--- src/rtl/pc_redirect_pkg.sv ---
// Shared definitions for the PC redirect unit: FSM state encoding, the
// PR return-address offset, the reset address and the return-address helper.
package pc_redirect_pkg;

    typedef enum logic [1:0] {
        ST_IDLE    = 2'd0,
        ST_DS_WAIT = 2'd1,
        ST_REDIR   = 2'd2
    } state_e;

    localparam logic [31:0] PR_RET_OFFSET = 32'd4;
    localparam logic [31:0] RESET_ADDR    = 32'h0000_0000;

    // Return address saved into PR; 32-bit addition wraps modulo 2^32.
    function automatic logic [31:0] pr_ret_addr(input logic [31:0] pc);
        return pc + PR_RET_OFFSET;
    endfunction

endpackage

--- src/rtl/pc_redirect_if.sv ---
// Branch-resolution / fetch-redirect bundle for pc_redirect.
// master: the side that produces branch results and consumes redirects.
// slave : the pc_redirect unit itself.
interface pc_redirect_if;
    logic        br_valid;
    logic        br_taken;
    logic        br_delayslot;
    logic        br_write_pr;
    logic [31:0] br_target;
    logic [31:0] br_pc;
    logic        ds_valid;
    logic        ds_branch;
    logic        fetch_ready;
    logic        redir_valid;
    logic [31:0] redir_pc;
    logic        flush;
    logic        pr_we;
    logic [31:0] pr_wdata;
    logic        busy;
    logic        slot_illegal;

    modport master (
        output br_valid, br_taken, br_delayslot, br_write_pr, br_target, br_pc,
               ds_valid, ds_branch, fetch_ready,
        input  redir_valid, redir_pc, flush, pr_we, pr_wdata, busy, slot_illegal
    );

    modport slave (
        input  br_valid, br_taken, br_delayslot, br_write_pr, br_target, br_pc,
               ds_valid, ds_branch, fetch_ready,
        output redir_valid, redir_pc, flush, pr_we, pr_wdata, busy, slot_illegal
    );
endinterface

--- src/rtl/pc_redirect.sv ---
// PC redirect unit: turns resolved taken branches into a fetch redirect,
// waiting for the delay-slot instruction when the branch has one, and
// produces the PR (return address) write for call-type branches.
// Optional feature: define PC_REDIRECT_PERF_EN to add perf_taken_cnt, a
// wrapping count of completed redirect handshakes.
module pc_redirect
    import pc_redirect_pkg::*;
(
    input  logic          clk,
    input  logic          rst_n,
    pc_redirect_if.slave  bus
`ifdef PC_REDIRECT_PERF_EN
    ,
    output logic [31:0]   perf_taken_cnt
`endif
);

    state_e      state_r;
    state_e      state_nxt_s;
    logic [31:0] target_r;
    logic [31:0] target_nxt_s;
    logic        flush_r;
    logic        flush_nxt_s;
    logic        slot_illegal_r;
    logic        slot_illegal_nxt_s;
    logic        pr_we_r;
    logic        pr_we_nxt_s;
    logic [31:0] pr_wdata_r;
    logic [31:0] pr_wdata_nxt_s;
    logic        hs_done_s;

    // Next-state and next-output decode; branches are only looked at in IDLE
    // because upstream stalls new branches while busy is high.
    always_comb begin
        state_nxt_s        = state_r;
        target_nxt_s       = target_r;
        flush_nxt_s        = 1'b0;
        slot_illegal_nxt_s = 1'b0;
        pr_we_nxt_s        = 1'b0;
        pr_wdata_nxt_s     = pr_wdata_r;
        hs_done_s          = 1'b0;
        case (state_r)
            ST_IDLE: begin
                if (bus.br_valid) begin
                    if (bus.br_write_pr) begin
                        pr_we_nxt_s    = 1'b1;
                        pr_wdata_nxt_s = pr_ret_addr(bus.br_pc);
                    end else begin
                        pr_we_nxt_s    = 1'b0;
                    end
                    if (bus.br_taken) begin
                        target_nxt_s = bus.br_target;
                        if (bus.br_delayslot) begin
                            state_nxt_s = ST_DS_WAIT;
                        end else begin
                            state_nxt_s = ST_REDIR;
                            flush_nxt_s = 1'b1;
                        end
                    end else begin
                        state_nxt_s = ST_IDLE;
                    end
                end else begin
                    state_nxt_s = ST_IDLE;
                end
            end
            ST_DS_WAIT: begin
                if (bus.ds_valid) begin
                    if (bus.ds_branch) begin
                        // Branch in a delay slot: drop the redirect, report it.
                        state_nxt_s        = ST_IDLE;
                        slot_illegal_nxt_s = 1'b1;
                    end else begin
                        state_nxt_s = ST_REDIR;
                        flush_nxt_s = 1'b1;
                    end
                end else begin
                    state_nxt_s = ST_DS_WAIT;
                end
            end
            ST_REDIR: begin
                if (bus.fetch_ready) begin
                    state_nxt_s = ST_IDLE;
                    hs_done_s   = 1'b1;
                end else begin
                    state_nxt_s = ST_REDIR;
                end
            end
            default: begin
                state_nxt_s = ST_IDLE;
            end
        endcase
    end

    // State and pending target register.
    always_ff @(posedge clk or negedge rst_n) begin
        if (!rst_n) begin
            state_r  <= ST_IDLE;
            target_r <= RESET_ADDR;
        end else begin
            state_r  <= state_nxt_s;
            target_r <= target_nxt_s;
        end
    end

    // Registered pulse outputs and PR write data.
    always_ff @(posedge clk or negedge rst_n) begin
        if (!rst_n) begin
            flush_r        <= 1'b0;
            slot_illegal_r <= 1'b0;
            pr_we_r        <= 1'b0;
            pr_wdata_r     <= RESET_ADDR;
        end else begin
            flush_r        <= flush_nxt_s;
            slot_illegal_r <= slot_illegal_nxt_s;
            pr_we_r        <= pr_we_nxt_s;
            pr_wdata_r     <= pr_wdata_nxt_s;
        end
    end

`ifdef PC_REDIRECT_PERF_EN
    logic [31:0] perf_cnt_r;

    // Count completed redirect handshakes; wraps naturally at 2^32.
    always_ff @(posedge clk or negedge rst_n) begin
        if (!rst_n) begin
            perf_cnt_r <= 32'd0;
        end else if (hs_done_s) begin
            perf_cnt_r <= perf_cnt_r + 32'd1;
        end else begin
            perf_cnt_r <= perf_cnt_r;
        end
    end

    assign perf_taken_cnt = perf_cnt_r;
`endif

    // redir_pc is driven straight from the held target so it cannot move
    // while the redirect is pending.
    assign bus.redir_valid  = (state_r == ST_REDIR);
    assign bus.redir_pc     = target_r;
    assign bus.busy         = (state_r != ST_IDLE);
    assign bus.flush        = flush_r;
    assign bus.slot_illegal = slot_illegal_r;
    assign bus.pr_we        = pr_we_r;
    assign bus.pr_wdata     = pr_wdata_r;

endmodule

--- src/flat_wrapper.sv ---
// flat-port wrapper written by rule: the top's interface ports become plain ports
module pc_redirect_flat import pc_redirect_pkg::*;
  (clk, rst_n, bus_br_valid, bus_br_taken, bus_br_delayslot, bus_br_write_pr, bus_br_target, bus_br_pc, bus_ds_valid, bus_ds_branch, bus_fetch_ready, bus_redir_valid, bus_redir_pc, bus_flush, bus_pr_we, bus_pr_wdata, bus_busy, bus_slot_illegal);
  pc_redirect_if bus_i ();
  input  logic clk;
  input  logic rst_n;
  input wire logic [$bits(bus_i.br_valid)-1:0] bus_br_valid;
  input wire logic [$bits(bus_i.br_taken)-1:0] bus_br_taken;
  input wire logic [$bits(bus_i.br_delayslot)-1:0] bus_br_delayslot;
  input wire logic [$bits(bus_i.br_write_pr)-1:0] bus_br_write_pr;
  input wire logic [$bits(bus_i.br_target)-1:0] bus_br_target;
  input wire logic [$bits(bus_i.br_pc)-1:0] bus_br_pc;
  input wire logic [$bits(bus_i.ds_valid)-1:0] bus_ds_valid;
  input wire logic [$bits(bus_i.ds_branch)-1:0] bus_ds_branch;
  input wire logic [$bits(bus_i.fetch_ready)-1:0] bus_fetch_ready;
  output wire logic [$bits(bus_i.redir_valid)-1:0] bus_redir_valid;
  output wire logic [$bits(bus_i.redir_pc)-1:0] bus_redir_pc;
  output wire logic [$bits(bus_i.flush)-1:0] bus_flush;
  output wire logic [$bits(bus_i.pr_we)-1:0] bus_pr_we;
  output wire logic [$bits(bus_i.pr_wdata)-1:0] bus_pr_wdata;
  output wire logic [$bits(bus_i.busy)-1:0] bus_busy;
  output wire logic [$bits(bus_i.slot_illegal)-1:0] bus_slot_illegal;
  assign bus_i.br_valid = bus_br_valid;
  assign bus_i.br_taken = bus_br_taken;
  assign bus_i.br_delayslot = bus_br_delayslot;
  assign bus_i.br_write_pr = bus_br_write_pr;
  assign bus_i.br_target = bus_br_target;
  assign bus_i.br_pc = bus_br_pc;
  assign bus_i.ds_valid = bus_ds_valid;
  assign bus_i.ds_branch = bus_ds_branch;
  assign bus_i.fetch_ready = bus_fetch_ready;
  assign bus_redir_valid = bus_i.redir_valid;
  assign bus_redir_pc = bus_i.redir_pc;
  assign bus_flush = bus_i.flush;
  assign bus_pr_we = bus_i.pr_we;
  assign bus_pr_wdata = bus_i.pr_wdata;
  assign bus_busy = bus_i.busy;
  assign bus_slot_illegal = bus_i.slot_illegal;
  pc_redirect u_core (.clk(clk), .rst_n(rst_n), .bus(bus_i));
endmodule
--- config.mk ---
export PLATFORM = sky130hd
export DESIGN_NAME = pc_redirect_flat
export DESIGN_NICKNAME = d
export VERILOG_FILES = /design/src/rtl/pc_redirect_pkg.sv /design/src/rtl/pc_redirect_if.sv /design/src/rtl/pc_redirect.sv /design/src/flat_wrapper.sv
export SDC_FILE = /design/constraint.sdc
export NUM_CORES = 1
export LEC_CHECK = 0
export BUFFER_PORTS_ARGS = -buffer_cell sky130_fd_sc_hd__buf_2
export CORE_UTILIZATION = 51
export DETAILED_ROUTE_END_ITERATION = 10
export PLACE_DENSITY = 0.91
export SETUP_SLACK_MARGIN = 0.05
export SYNTH_ARGS = -nofsm -noshare
export SYNTH_HDL_FRONTEND = slang
export SYNTH_SLANG_ARGS = --single-unit
--- constraint.sdc ---
create_clock -name clk -period 4.63 [get_ports clk]
set_clock_uncertainty 0.1 [all_clocks]
set_input_delay 0.6945 -clock clk [delete_from_list [all_inputs] [get_ports clk]]
set_output_delay 0.6945 -clock clk [all_outputs]
set_load 0.005 [all_outputs]
==> flow_metrics.tcl <==
set metrics [dict create \
    ys_top_cells_by_count "dfrtp_1 (69), mux2_2 (33), nand2_1 (31), nor2_1 (20), o21ai_0 (18)" \
    grt_pass1_wl_mm 11.6 \
    synth_area_per_cell_um2 10.8 \
    ant_nets 0 \
    yosysUniqueCellTypes 39 \
    die_h_um 80.9 \
    synth_ff_type "dfrtp_1" \
    synth_top_area_share_pct 54.4 \
    rsz0062_at_grt "false" \
    fin_crit_sh_pct 60.9 \
    fp-row-count 28 \
    path_class "reg2reg" \
    insertion_delay_ps 330 \
    p_per_area_nw_per_um2 466 \
    grt_overflow 0 \
    drcViolationCount 0 \
    hp-class "in2async" \
    nets 503 \
    drtIter0Drc 91 \
    yosysMostFrequentCell "dfrtp_1" \
    ios 142 \
    cts_tree "yes" \
    vias 2713 \
    multi_input_area_um2 1350 \
    synth-seq-area-share_pct 54.4 \
    antenna_cells 0 \
    ys_seq_elements 69 \
    dp_cells 493 \
    antenna_found_initial 0 \
    yosys-top-cells-area "dfrtp_1 (54%), mux2_2 (12%), nand2_1 (3.7%)" \
    synth_edf_count 0 \
    fillers 432 \
    setup-tns-final_ps 0 \
    slew_headroom_pct 33.0 \
    hpwl_mm 5.69 \
    outcome "completed" \
    cts.clk_slew.worst_paths_ps 70 \
    totalWireLength_mm 7.61 \
    path_max_fanout 36 \
    endpoint_kind "flop" \
    hold_viol_final 0 \
    dieArea_um2 6540 \
    hold_buffers 0 \
    cts_sinks 69 \
    cts_buffers 9 \
    yosysTopAreaCell "dfrtp_1" \
    worstMarginPinSlew_ps 1000 \
    routabilityCongestion 0.774 \
    fin_hold_ws_ps 286 \
    startpoint "u_core.state_r[0]" \
    seqCellArea_um2 1730 \
    dr.pass1.iters 4 \
    clock-root-buffer "clkbuf_8" \
    min_period_ps 2820 \
    viasPerCell 5.34 \
    synth_cells 293 \
    drive_gt1_share_pct 45.5 \
    cap_violations 0 \
    grt.total_usage_pct 23.6 \
    critPathLaunchType "flop" \
    post_cts_buffers 0 \
    io_buffers 141 \
    syn-num-nets 367 \
    p_leak_nw 1.96 \
    setup_violations 0 \
    peakVddDrop_v 0.000258 \
    async_flop_share_pct 100 \
    grt_max_degree 42 \
    initial_core_util_pct 53.3 \
    wire_per_inst_um 15.0 \
    synth_area_um2 3170 \
    fmax_mhz 355 \
    die_x_um 80.9 \
    grt_pass1_vias 2453 \
    crit_arrival_ps 2940 \
    slew_violations 0 \
    worstReg2RegStart "u_core.state_r[0]" \
    required_ps 4750 \
    core_um2 5960 \
    area.growth.synth_to_final_pct 31.4 \
    reg2reg_depth 4 \
    clockBufferDepth 2 \
    cts_resized 0 \
    htreeDepth 3 \
    fin_cells 508 \
    synth_warnings 0 \
]
## layout make-up
type                       instances  area share (%)
inverter                           6           0.540
sequential                        69            41.4
tap                               75            2.25
clock buffer                       9            2.97
clock inverter                     6            3.27
multi-input combinational        200            32.3
timing repair buffer             143            17.3
## layer usage
| metal | track usage (%) | wire, um | vias up |
|---|---|---|---|
| li1 | - | - | 1336 |
| met1 | 28.8 | 3240 | 1255 |
| met3 | 6.40 | 606 | 11 |
| met4 | 9.11 | 106 | 0 |
| met5 | 0 | 0 | - |
| met2 | 39.8 | 3660 | 111 |
## flip-flops by register name, summed over array words and instances, names as in the netlist
signal and count:
u_core.bus.slot_illegal 1, u_core.state_r 2, u_core.bus.pr_wdata 32, u_core.bus.redir_pc 32
u_core.bus.flush 1, u_core.bus.pr_we 1
## cells by family after synthesis
group / Yosys count / synth area share (%)
flip-flops: 69 / 54.4
buffers and inverters: 24 / 3.15
AO/OA/AOI/OAI: 49 / 9.70
AND/OR/NAND/NOR: 106 / 17.6
XOR/XNOR: 11 / 3.04
multiplexers: 33 / 11.7
adder cells (fa/ha/maj): 1 / 0.394
## power by group
part           leakage, nW  switching (mW)  internal, mW  total, mW
Sequential           0.815          0.0822         0.765      0.847
Clock                0.126           0.226         0.410      0.637
Combinational         1.02           0.212         0.248      0.460
Total                 1.96           0.521          1.42       1.94
## worst paths after layout
check                                     endpoint  slack, ps
max                        u_core.bus.pr_wdata[16]       1810
min                        u_core.bus.pr_wdata[28]        290
max reg2reg                u_core.bus.pr_wdata[16]       1810
min reg2reg                 u_core.bus.pr_wdata[3]        370
max in group asynchronous   u_core.bus.redir_pc[5]       3190
min in group clk            u_core.bus.pr_wdata[3]        370
## metrics by stage
stage / total power [mW] / instance area [um^2] / setup WS (ps) / util (%)
after floorplan: 1.06 / 3170 / 2390 / -
after global placement: 1.30 / 3910 / 1780 / 65.7
after detailed placement: 1.32 / 3910 / 1740 / 65.7
after CTS: 1.96 / 4170 / 1830 / 70.0
after global routing: 2.06 / 4170 / 1560 / 70.0
final: 1.94 / 4170 / 1810 / 70.0
## critical path, stage by stage, from the launching register on
cell,delay [ps]
dfrtp_1,430
nor2_1,240
nand3_1,740
inv_2,790
mux2_2,400
## layout by cell type (no fill, tap or decap), types with 2 or more instances in the layout
master,n
and3_1,3
bufinv_16,4
nand3_1,8
buf_2,141
clkbuf_8,9
or4_1,8
nor4_1,2
mux2_2,33
nor2b_1,3
xor2_1,5
dfrtp_1,69
a31oi_1,15
o31a_1,2
o41ai_1,2
nand2b_1,2
or4b_2,2
nand4_1,8
o31ai_1,6
and4_1,3
xnor2_1,6
nor2_1,20
inv_1,5
o21ai_0,18
or3_1,8
a21oi_1,2
nor3_1,2
buf_4,2
nand2_1,31
No activity file was read; power rests on OpenSTA's default activity.
